<file path="src/rtl/regfile_wb_ctrl_pkg.sv">
// Shared widths, grant-select encoding and small helpers for the regfile
// writeback controller.
package regfile_wb_ctrl_pkg;

  localparam int unsigned REG_IDX_W = 5;
  localparam int unsigned DATA_W    = 32;
  localparam int unsigned NUM_REGS  = 32;
  localparam int unsigned CNT_W     = 6;

  typedef enum logic [1:0] {
    GNT_NONE = 2'd0,
    GNT_WB0  = 2'd1,
    GNT_WB1  = 2'd2
  } gnt_sel_e;

  function automatic logic [NUM_REGS-1:0] reg_onehot(input logic [REG_IDX_W-1:0] idx);
    return NUM_REGS'(1) << idx;
  endfunction

  function automatic logic [CNT_W-1:0] reg_popcount(input logic [NUM_REGS-1:0] v);
    logic [CNT_W-1:0] cnt;
    cnt = '0;
    for (int i = 0; i < int'(NUM_REGS); i++) begin
      cnt = cnt + CNT_W'(v[i]);
    end
    return cnt;
  endfunction

endpackage

</file>
<file path="src/rtl/regfile_wb_ctrl_rr_arb2.sv">
// Two-way round-robin arbiter; state names the requester granted most
// recently (0 = wb0, 1 = wb1).
module rr_arb2 (
  input  logic [1:0] req,
  input  logic       state,
  output logic [1:0] gnt
);

  always_comb begin
    gnt = 2'b00;
    unique case (req)
      2'b01:   gnt = 2'b01;
      2'b10:   gnt = 2'b10;
      2'b11:   gnt = state ? 2'b01 : 2'b10;
      default: gnt = 2'b00;
    endcase
  end

endmodule

</file>
<file path="src/rtl/regfile_wb_ctrl.sv">
// Writeback arbitration onto a single regfile write port plus a busy-register
// scoreboard that stalls issue on hazards against the long-latency unit.
module regfile_wb_ctrl
  import regfile_wb_ctrl_pkg::*;
(
  input  logic                 clk,
  input  logic                 rst,
  input  logic                 iss_valid,
  input  logic [REG_IDX_W-1:0] iss_rs1,
  input  logic [REG_IDX_W-1:0] iss_rs2,
  input  logic [REG_IDX_W-1:0] iss_rd,
  input  logic                 iss_uses_rd,
  input  logic                 iss_long,
  output logic                 iss_stall,
  input  logic                 wb0_valid,
  input  logic [REG_IDX_W-1:0] wb0_rd,
  input  logic [DATA_W-1:0]    wb0_data,
  output logic                 wb0_ready,
  input  logic                 wb1_valid,
  input  logic [REG_IDX_W-1:0] wb1_rd,
  input  logic [DATA_W-1:0]    wb1_data,
  output logic                 wb1_ready,
  output logic                 rf_load,
  output logic [REG_IDX_W-1:0] rf_dest,
  output logic [DATA_W-1:0]    rf_in,
  output logic [NUM_REGS-1:0]  busy_vec,
  output logic [CNT_W-1:0]     outstanding,
  output logic                 err
);

  logic [NUM_REGS-1:0] busy_q, busy_d;
  logic [CNT_W-1:0]    outstanding_q, outstanding_d;
  logic                err_q, err_d;
  logic                last_grant_q, last_grant_d;

  logic [1:0]          arb_gnt;
  gnt_sel_e            sel;
  logic [NUM_REGS-1:0] clr_vec, set_vec, busy_eff;
  logic                hazard, waw, accept;

  rr_arb2 u_arb (
    .req   ({wb1_valid, wb0_valid}),
    .state (last_grant_q),
    .gnt   (arb_gnt)
  );

  // Grant decode and zero-latency write port mux; no grants while in reset.
  always_comb begin
    sel          = GNT_NONE;
    rf_dest      = '0;
    rf_in        = '0;
    rf_load      = 1'b0;
    last_grant_d = last_grant_q;
    if (!rst) begin
      if (arb_gnt[0])      sel = GNT_WB0;
      else if (arb_gnt[1]) sel = GNT_WB1;
    end
    unique case (sel)
      GNT_WB0: begin
        rf_dest      = wb0_rd;
        rf_in        = wb0_data;
        rf_load      = (wb0_rd != '0);
        last_grant_d = 1'b0;
      end
      GNT_WB1: begin
        rf_dest      = wb1_rd;
        rf_in        = wb1_data;
        rf_load      = (wb1_rd != '0);
        last_grant_d = 1'b1;
      end
      default: ;
    endcase
  end

  assign wb0_ready = (sel == GNT_WB0);
  assign wb1_ready = (sel == GNT_WB1);

  // Hazard detection; a register retired by wb1 this cycle reads via write-through.
  always_comb begin
    clr_vec  = (wb1_ready && wb1_rd != '0) ? reg_onehot(wb1_rd) : '0;
    busy_eff = busy_q & ~clr_vec;
    hazard   = ((iss_rs1 != '0) && busy_eff[iss_rs1]) ||
               ((iss_rs2 != '0) && busy_eff[iss_rs2]) ||
               (iss_uses_rd && (iss_rd != '0) && busy_eff[iss_rd]);
    waw      = iss_uses_rd && !iss_long && wb1_valid &&
               (iss_rd != '0) && busy_q[iss_rd];
    iss_stall = rst || (iss_valid && (hazard || waw));
    accept    = iss_valid && !iss_stall;
  end

  // Scoreboard next state; set wins over a same-edge clear.
  always_comb begin
    set_vec = (accept && iss_uses_rd && iss_long && iss_rd != '0) ?
              reg_onehot(iss_rd) : '0;
    busy_d    = (busy_q & ~clr_vec) | set_vec;
    busy_d[0] = 1'b0;
    outstanding_d = reg_popcount(busy_d);
    err_d = err_q ||
            (wb1_ready && (wb1_rd != '0) && !busy_q[wb1_rd]) ||
            (wb0_ready && (wb0_rd != '0) &&  busy_q[wb0_rd]);
  end

  always_ff @(posedge clk) begin
    if (rst) begin
      busy_q        <= '0;
      outstanding_q <= '0;
      err_q         <= 1'b0;
      last_grant_q  <= 1'b1;
    end else begin
      busy_q        <= busy_d;
      outstanding_q <= outstanding_d;
      err_q         <= err_d;
      last_grant_q  <= last_grant_d;
    end
  end

  assign busy_vec    = busy_q;
  assign outstanding = outstanding_q;
  assign err         = err_q;

endmodule
</file>
<file path="config.mk">
export PLATFORM = sky130hd
export DESIGN_NAME = regfile_wb_ctrl
export DESIGN_NICKNAME = d
export VERILOG_FILES = /design/src/rtl/regfile_wb_ctrl_pkg.sv /design/src/rtl/regfile_wb_ctrl_rr_arb2.sv /design/src/rtl/regfile_wb_ctrl.sv
export SDC_FILE = /design/constraint.sdc
export NUM_CORES = 1
export LEC_CHECK = 0
export ABC_AREA = 0
export BUFFER_PORTS_ARGS = -buffer_cell sky130_fd_sc_hd__buf_2
export CORE_ASPECT_RATIO = 0.6
export CORE_MARGIN = 5
export CORE_UTILIZATION = 40
export DETAILED_ROUTE_END_ITERATION = 6
export PLACE_DENSITY = 0.66
export SKIP_CTS_REPAIR_TIMING = 1
export SLEW_MARGIN = 0
export SYNTH_ARGS = -nofsm -noshare
export SYNTH_HDL_FRONTEND = slang
export SYNTH_HIERARCHICAL = 1
export SYNTH_SLANG_ARGS = --single-unit
</file>
<file path="constraint.sdc">
create_clock -name clk -period 20.6 [get_ports clk]
set_input_delay 4.12 -clock clk [delete_from_list [all_inputs] [get_ports clk]]
set_output_delay 4.12 -clock clk [all_outputs]
set_load 0.02 [all_outputs]
</file>
==> results of run 1 <==
## cell type report
| class | instances | area [µm²] | area share |
|---|---|---|---|
| multi-input combinational | 446 | 3820 | 0.636 |
| timing repair buffer | 178 | 901 | 0.150 |
| sequential | 39 | 781 | 0.130 |
| tap | 165 | 206 | 0.0344 |
| clock buffer | 5 | 125 | 0.0209 |
| inverter | 33 | 124 | 0.0206 |
| clock inverter | 3 | 43.8 | 0.00730 |
## tightest hold or removal path: cells and delay by family, from the launching register on
kind	cells	cell delay, ns
DFF	1	0.34
and+or+nand+nor	2	0.12
## path summary, 6_finish.rpt
path,startpoint,to,cells past startpoint
worst max-delay path,wb1_valid,outstanding[4],27
worst min-delay path,err,err,2
worst max register to register,last_grant_q,outstanding[4],26
worst min register to register,err,err,2
## where the power goes
part	total (W)	internal (W)	switching, W
Sequential	0.0000765	0.0000759	0.000000577
Combinational	0.0000737	0.0000254	0.0000483
Clock	0.0000939	0.0000573	0.0000366
Total	0.000244	0.000159	0.0000856
## metrics by stage
stage	hold WS, ns	setup WS (ns)
final	0.490	7.36
after global routing	0.549	7.14
after detailed placement	0.464	7.44
after floorplan	0.487	9.67
after global placement	0.454	7.65
after CTS	0.478	7.78
## state kept, by name, indices dropped and copies added, names as in the netlist
register      cells
busy_vec         31
outstanding       6
err               1
last_grant_q      1
## routing by layer
| layer | routed length (µm) | GRT usage | part of all wire |
|---|---|---|---|
| met3 | 3130 | 0.122 | 0.14 |
| met1 | 9700 | 0.418 | 0.44 |
| met5 | 28 | 0.0272 | 0.0013 |
| met4 | 374 | 0.0441 | 0.017 |
| met2 | 8910 | 0.378 | 0.40 |
## synth_stat cells (11+ instances only)
master	instances
a22o_1	39
buf_1	14
clkbuf_1	31
dfxtp_1	39
fa_1	23
inv_1	33
mux2i_1	14
mux4_2	26
nand2_1	54
nor2_1	24
nor2b_1	17
o21a_1	11
o21ai_0	16
o21ai_1	22
o22ai_1	32
o31ai_1	11
## cell families after synthesis
group / share of synthesized area
fa+ha+maj: 0.110
xor+xnor: 0.0106
flops: 0.157
compound gates: 0.325
other cells: 0.000756
buf+inv: 0.0742
mux: 0.162
simple gates: 0.159
==> results.sh, run 1 <==
export IMPL_final_layout_size_suffix_gt1_frac=0.331
export IMPL_grt_pass1_wl_mm=32.2
export IMPL_yosysTopAreaCell="dfxtp_1"
export IMPL_instances_no_fill=869
export IMPL_netlist_instances=575
export IMPL_final_area_um2=6000
export IMPL_crit_arrival_ns=13.39
export IMPL_clk_latency_ns=0.30
export IMPL_peakVddDrop_mv=0.0263
export IMPL_first_iter_violations=799
export IMPL_wl_mm=22.1
export IMPL_antenna_left=0
export IMPL_maxSlewViolCount=6
export IMPL_clockRootBuffer="clkbuf_16"
export IMPL_hold_class="reg2reg"
export IMPL_yosysTopAreaCellShare=0.157
export IMPL_violations="design-rule violations, max-capacitance violations, max-slew violations"
export IMPL_synth_edf_count=0
export IMPL_dieArea_um2=14800
export IMPL_tns_ns=0
export IMPL_clk_pin_slew_ns=0.07
export IMPL_htreeDepth=2
export IMPL_fin_skew_ns=0.00827
export IMPL_vias_per_cell=6.60
export IMPL_syn_area_um2=4960
export IMPL_coreArea_um2=12100
export IMPL_startpoint_type="input port"
export IMPL_async_flop_share=0
export IMPL_worstSetupPathType="in2reg"
export IMPL_cts_buffers=5
export IMPL_antenna_found_initial=1
export IMPL_dp_hpwl_mm=17.0
export IMPL_setup_violations=0
export IMPL_r2r_setup_slack_ns=10.98
export IMPL_fin_util=0.496
export IMPL_cts_buffer_depth=2
export IMPL_final_common_cell="buf_2"
export IMPL_cp_max_fo=63
export IMPL_crit_family="adder cells"
export IMPL_fillers=1183
export IMPL_fmax_ghz=0.0755
export IMPL_cpMostUsedCell="fa_1"
export IMPL_hold_viol=0
export IMPL_first_pass_iters=7
export IMPL_path_buf_inv=6
export IMPL_cp_slowest_stage_delay_ns=1.51
export IMPL_grt_max_degree=64
export IMPL_syn_nets=701
export IMPL_synthTopCellsByArea="dfxtp_1, mux4_2, fa_1"
export IMPL_tightestPinTransition_ns=1.52
export IMPL_final_nets=829
export IMPL_p_leak_nw=2.58
export IMPL_dpl_cell_count=861
export IMPL_ys_flop_type="dfxtp_1"
export IMPL_crit_slowest_cell="o31ai_1"
export IMPL_final_cell_mix="buf_2, nand2_1, a22o_1, dfxtp_1, inv_1"
export IMPL_drc=7
export IMPL_grt_pass1_vias=5315
export IMPL_rsz0062_at_grt="false"
export IMPL_avgSynthCellArea_um2=8.63
export IMPL_outcome="complete, but fails checks"
export IMPL_finalCritPeriodShare=0.643
export IMPL_crit_required_ns=20.76
export IMPL_power_density_nw_per_um2=40.7
export IMPL_cts_tree="done"
export IMPL_wl_per_cell_um=25.5
export IMPL_track_usage=0.282
export IMPL_yosysWarnings=6
export IMPL_ys_ff_latch=39
export IMPL_slew_headroom=-0.0246
export IMPL_rows=31
export IMPL_syn_to_final_growth_pct=21.0
export IMPL_diodes=0
export IMPL_chipHeight_um=96.3
export IMPL_min_period_ns=13.24
export IMPL_synth_distinct_cells=74
export IMPL_port_buffers=174
export IMPL_crit_path_end_kind="register"
export IMPL_vias=5732
export IMPL_grt_ovfl_total=0
export IMPL_dpl_instance_area_um2=5830
export IMPL_yosysSeqAreaShare=0.157
export IMPL_io_pins=176
export IMPL_start_util=0.410
export IMPL_gp_congestion=1.00
export IMPL_die_x_um=154
export IMPL_maxCapViolCount=1
export IMPL_clock_sinks=39
export IMPL_fin_total_pwr_w=0.000244
Power figures use the tool's default switching activity.
==> inputs of run 2 (changes only) <==
==> constraint.sdc (replaced) <==
create_clock -name clk -period 12.42 [get_ports clk]
set_input_delay 2.484 -clock clk [delete_from_list [all_inputs] [get_ports clk]]
set_output_delay 2.484 -clock clk [all_outputs]
set_load 0.02 [all_outputs]
==> results.sh, run 2 (synthesized netlist as in run 1, its figures left out) <==
export IMPL_outcome="finished, final reports clean"
export IMPL_first_iter_violations=720
export IMPL_track_usage=0.280
export IMPL_crit_required_ns=12.57
export IMPL_internal_power_w=0.000244
export IMPL_syn_to_final_growth_pct=21.4
export IMPL_cpMostUsedCell="fa_1"
export IMPL_final_layout_size_suffix_gt1_frac=0.336
export IMPL_setup_violations=0
export IMPL_grt_pass1_vias=5230
export IMPL_startpoint_type="input port"
export IMPL_cts_buffer_depth=2
export IMPL_finalCritPeriodShare=0.866
export IMPL_coreArea_um2=12100
export IMPL_final_cell_mix="buf_2, nand2_1, a22o_1, dfxtp_1, inv_1"
export IMPL_maxCapViolCount=0
export IMPL_clockRootBuffer="clkbuf_16"
export IMPL_tightestPinTransition_ns=1.36
export IMPL_fin_skew_ns=0.0100
export IMPL_power_density_nw_per_um2=63.7
export IMPL_clock_sinks=39
export IMPL_rows=31
export IMPL_io_pins=176
export IMPL_grt_max_degree=47
export IMPL_busiest_layer="met1"
export IMPL_vias_per_cell=6.58
export IMPL_crit_slowest_cell="or4b_1"
export IMPL_start_util=0.410
export IMPL_final_nets=836
export IMPL_diodes=0
export IMPL_htreeDepth=2
export IMPL_grtUsageMet1=0.416
export IMPL_dp_hpwl_mm=16.9
export IMPL_dpl_instance_area_um2=5880
export IMPL_tns_ns=0
export IMPL_worstHoldStart="err"
export IMPL_hold_viol=0
export IMPL_cts_buffers=5
export IMPL_port_buffers=174
export IMPL_peakVddDrop_mv=0.0395
export IMPL_combinationalPowerShare=0.322
export IMPL_dieArea_um2=14800
export IMPL_grt_pass1_wl_mm=32.0
export IMPL_reg2reg_depth=28
export IMPL_r2r_setup_slack_ns=3.64
export IMPL_p_seq_frac=0.330
export IMPL_clk_pin_slew_ns=0.07
export IMPL_power_switching_w=0.000140
export IMPL_maxSlewViolCount=0
export IMPL_grtUsageMet3=0.124
export IMPL_final_area_um2=6020
export IMPL_power_share_switching=0.365
export IMPL_drc=0
export IMPL_worstSetupPathType="in2reg"
export IMPL_cts_tree="done"
export IMPL_slew_headroom=0.0845
export IMPL_whs_path_depth=2
export IMPL_met2_usage=0.369
export IMPL_cp_slowest_stage_delay_ns=1.06
export IMPL_die_x_um=154
export IMPL_p_leak_nw=2.59
export IMPL_antenna_found_initial=0
export IMPL_final_common_cell="buf_2"
export IMPL_grt_ovfl_total=0
export IMPL_clk_latency_ns=0.30
export IMPL_worstReg2RegEnd="outstanding[4]"
export IMPL_pwr_share_clk=0.347
export IMPL_chipHeight_um=96.3
export IMPL_wl_mm=21.9
export IMPL_cp_max_fo=46
export IMPL_crit_arrival_ns=10.91
export IMPL_crit_path_end_kind="register"
export IMPL_wl_per_cell_um=25.0
export IMPL_worstReg2RegStart="last_grant_q"
export IMPL_vias=5768
export IMPL_min_period_ns=10.76
export IMPL_whs_endpoint="err"
export IMPL_largest_register_ffs=31
export IMPL_hold_class="reg2reg"
export IMPL_first_pass_iters=6
export IMPL_antenna_left=0
export IMPL_rsz0062_at_grt="false"
export IMPL_fmax_ghz=0.0930
export IMPL_gp_congestion=1.04
## run 2: cell count changes in the layout (fill, tap and decap cells not counted), sizes merged
cell      delta
bufinv       -1
clkbuf       +2
buf          +6
clkinv       -1
clkinvlp     +1
## run 2: layout make-up
cell class	instances	area [µm²]
inverters	33	124
clock inverters	2	12.5
fillers	1202	6080
multi-input cells	446	3820
clock buffers	6	129
flip-flops and latches	39	781
repair buffers	185	951
well taps	165	206
## run 2: through the flow
step	hold slack (ns)	setup WS (ns)	std cells	util	power [W]
floorplan	0.487	3.12	575	-	0.000210
global placement	0.458	1.68	867	0.486	0.000249
detailed placement	0.463	1.56	867	0.486	0.000250
CTS	0.478	1.83	875	0.497	0.000381
global route	0.494	1.19	876	0.498	0.000397
finish	0.473	1.66	876	0.498	0.000384
## run 2: power by group through the flow
stage / registers, W / clock network, W / logic (W)
5_1_grt: 0.000127 / 0.000139 / 0.000131
3_3_place_gp: 0.000130 / 0 / 0.000119
3_5_place_dp: 0.000130 / 0 / 0.000120
4_1_cts: 0.000127 / 0.000133 / 0.000121
6_report: 0.000127 / 0.000133 / 0.000124
2_1_floorplan: 0.000130 / 0 / 0.0000803
## run 2: layer usage
metal  share of wire  up-vias
li1                -     2496
met1            0.43     2763
met2            0.40      466
met3            0.16       43
met4           0.015        0
met5               0        -
## run 2: worst max-delay path by stage
| stage | endpoint | slack [ns] | startpoint | cells past startpoint |
|---|---|---|---|---|
| floorplan | outstanding[4] | 3.12 | wb1_valid | 29 |
| global placement | outstanding[4] | 1.68 | rst | 28 |
| detailed placement | outstanding[4] | 1.56 | wb1_valid | 29 |
| CTS | outstanding[4] | 1.83 | wb1_valid | 29 |
| global route | outstanding[4] | 1.19 | wb1_valid | 29 |
| finish | outstanding[4] | 1.66 | rst | 28 |
## run 2: worst max-delay path, delay by kind of cell
kind                       cells  cell delay (ns)
adders and majority gates      8             3.30
and+or+nand+nor                5             1.68
AOI/OAI and AO/OA              5             1.68
buffers and inverters          8             1.17
muxes                          1             0.38
xor gates and xnor gates       1             0.16
==> inputs of run 3 (changes only) <==
--- a/config.mk
+++ b/config.mk
@@ -16,5 +16,4 @@
 export SLEW_MARGIN = 0
 export SYNTH_ARGS = -nofsm -noshare
 export SYNTH_HDL_FRONTEND = slang
-export SYNTH_HIERARCHICAL = 1
 export SYNTH_SLANG_ARGS = --single-unit
==> results.sh, run 3 <==
export IMPL_netlist_instances=598
export IMPL_dp_hpwl_mm=19.5
export IMPL_whs_path_depth=2
export IMPL_drc=0
export IMPL_final_common_cell="buf_2"
export IMPL_antenna_left=0
export IMPL_fin_total_pwr_w=0.000391
export IMPL_track_usage=0.301
export IMPL_ys_ff_latch=39
export IMPL_cts_tree="done"
export IMPL_power_density_nw_per_um2=61.8
export IMPL_io_pins=176
export IMPL_cp_max_fo=24
export IMPL_coreArea_um2=12900
export IMPL_maxCapViolCount=0
export IMPL_synth_distinct_cells=83
export IMPL_ys_flop_type="dfxtp_1"
export IMPL_grt_pass1_wl_mm=37.4
export IMPL_tightestPinTransition_ns=1.16
export IMPL_reg2reg_depth=24
export IMPL_pre_cts_slack_ns=1.70
export IMPL_synth_most_common_cell="dfxtp_1"
export IMPL_yosysTopAreaCellShare=0.146
export IMPL_worstReg2RegEnd="outstanding[4]"
export IMPL_dieArea_um2=15800
export IMPL_first_iter_violations=926
export IMPL_yosysWarnings=0
export IMPL_p_leak_nw=2.59
export IMPL_clk_latency_ns=0.30
export IMPL_peakVddDrop_mv=0.0534
export IMPL_wl_mm=25.2
export IMPL_grt_max_degree=49
export IMPL_hold_class="reg2reg"
export IMPL_chipHeight_um=99.4
export IMPL_crit_arrival_ns=10.80
export IMPL_start_util=0.412
export IMPL_hold_viol=0
export IMPL_worstHoldStart="err"
export IMPL_fin_util=0.489
export IMPL_rows=32
export IMPL_clockRootBuffer="clkbuf_16"
export IMPL_diodes=0
export IMPL_dpl_cell_count=889
export IMPL_cts_buffer_depth=2
export IMPL_instances_no_fill=897
export IMPL_syn_area_um2=5330
export IMPL_grt_pass1_vias=5765
export IMPL_min_period_ns=10.63
export IMPL_gp_congestion=1.05
export IMPL_tns_ns=0
export IMPL_avgSynthCellArea_um2=8.91
export IMPL_vias=6192
export IMPL_clk_pin_slew_ns=0.06
export IMPL_final_nets=852
export IMPL_grt_ovfl_total=0
export IMPL_crit_required_ns=12.59
export IMPL_final_layout_size_suffix_gt1_frac=0.355
export IMPL_fillers=1254
export IMPL_syn_nets=724
export IMPL_crit_path_end_kind="register"
export IMPL_wl_per_cell_um=28.1
export IMPL_vias_per_cell=6.90
export IMPL_whs_endpoint="err"
export IMPL_first_pass_iters=5
export IMPL_async_flop_share=0
export IMPL_die_x_um=159
export IMPL_largest_register_ffs=31
export IMPL_final_cell_mix="buf_2, dfxtp_1, a22o_1"
export IMPL_startpoint_type="input port"
export IMPL_outcome="finished, final reports clean"
export IMPL_fmax_ghz=0.0940
export IMPL_syn_to_final_growth_pct=18.8
export IMPL_rsz0062_at_grt="false"
export IMPL_yosysTopAreaCell="dfxtp_1"
export IMPL_fin_ws_ns=1.79
export IMPL_setup_violations=0
export IMPL_port_buffers=174
export IMPL_antenna_found_initial=1
export IMPL_fin_skew_ns=0.00989
export IMPL_finalCritPeriodShare=0.856
export IMPL_slew_headroom=0.228
export IMPL_maxSlewViolCount=0
export IMPL_synthTopCellsByArea="dfxtp_1, mux4_2, fa_1"
export IMPL_cts_buffers=5
export IMPL_htreeDepth=2
export IMPL_r2r_setup_slack_ns=4.05
export IMPL_worstReg2RegStart="last_grant_q"
export IMPL_synth_edf_count=0
export IMPL_worstSetupPathType="in2reg"
export IMPL_clock_sinks=39
export IMPL_yosys_top_cells_count="dfxtp_1, a22o_1, clkbuf_1, inv_1, o22ai_1"
export IMPL_yosysSeqAreaShare=0.146
[run 3: logic make-up (layout without fill, tap and decap cells)]
group           Yosys count  in the layout  share of synthesized area
other cells               1              1                   0.000704
flops                    39             39                      0.146
mux                      47             47                      0.146
xor+xnor                  8              8                     0.0131
compound gates          215            215                      0.330
buf+inv                  93            222                     0.0756
simple gates            165            165                      0.186
fa+ha+maj                30             30                      0.103
[run 3: through the flow]
stage / hold slack (ns) / area (µm²)
after floorplan: 0.503 / 5330
after global placement: 0.453 / 6190
after detailed placement: 0.475 / 6190
after CTS: 0.489 / 6330
after global routing: 0.546 / 6330
final: 0.494 / 6330
[run 3: layer usage]
layer | vias to the layer above | wire length, µm | global-route usage
met2 | 542 | 10200 | 0.402
li1 | 2587 | - | -
met3 | 45 | 3930 | 0.114
met5 | - | 111 | 0.0455
met4 | 4 | 339 | 0.0452
met1 | 3014 | 10700 | 0.459
[run 3: worst max-delay path, stage by stage]
cell	delay (ns)
buf_2	0.48
nand2_1	0.50
o41ai_2	0.81
o21a_1	0.17
o21ai_0	0.09
a31oi_1	0.38
o32a_1	0.39
nand4_1	0.68
o21a_1	0.44
fa_1	0.49
fa_1	0.58
fa_1	0.45
fa_1	0.50
fa_1	0.49
inv_1	0.05
fa_1	0.47
inv_1	0.05
fa_1	0.41
fa_1	0.42
inv_1	0.08
a21o_1	0.11
a21oi_1	0.07
xor2_1	0.13
nor2_1	0.05
[run 3: cell type report]
class / count / area (µm²) / area share
timing repair buffer: 180 / 916 / 0.145
multi-input combinational: 466 / 4150 / 0.656
inverter: 34 / 128 / 0.0202
clock inverter: 2 / 12.5 / 0.00198
tap: 170 / 213 / 0.0336
clock buffer: 6 / 129 / 0.0204
sequential: 39 / 781 / 0.123
[run 3: how the worst max path moves through the flow]
stage	slack (ns)	endpoint	startpoint	depth (start not counted)
after CTS	2.00	outstanding[4]	wb1_rd[0]	24
after global routing	1.45	outstanding[4]	wb1_rd[0]	24
after global placement	1.67	outstanding[4]	wb1_rd[0]	24
after detailed placement	1.70	outstanding[4]	wb1_rd[0]	24
after floorplan	3.30	outstanding[4]	iss_rd[1]	27
final	1.79	outstanding[4]	wb1_rd[0]	24
[run 3: power by group]
part | internal (W) | switching [W] | leakage, nW | total, W
clock network | 0.0000744 | 0.0000601 | 0.0669 | 0.000135
logic | 0.0000429 | 0.0000872 | 2.21 | 0.000130
registers | 0.000126 | 0.000000661 | 0.314 | 0.000126
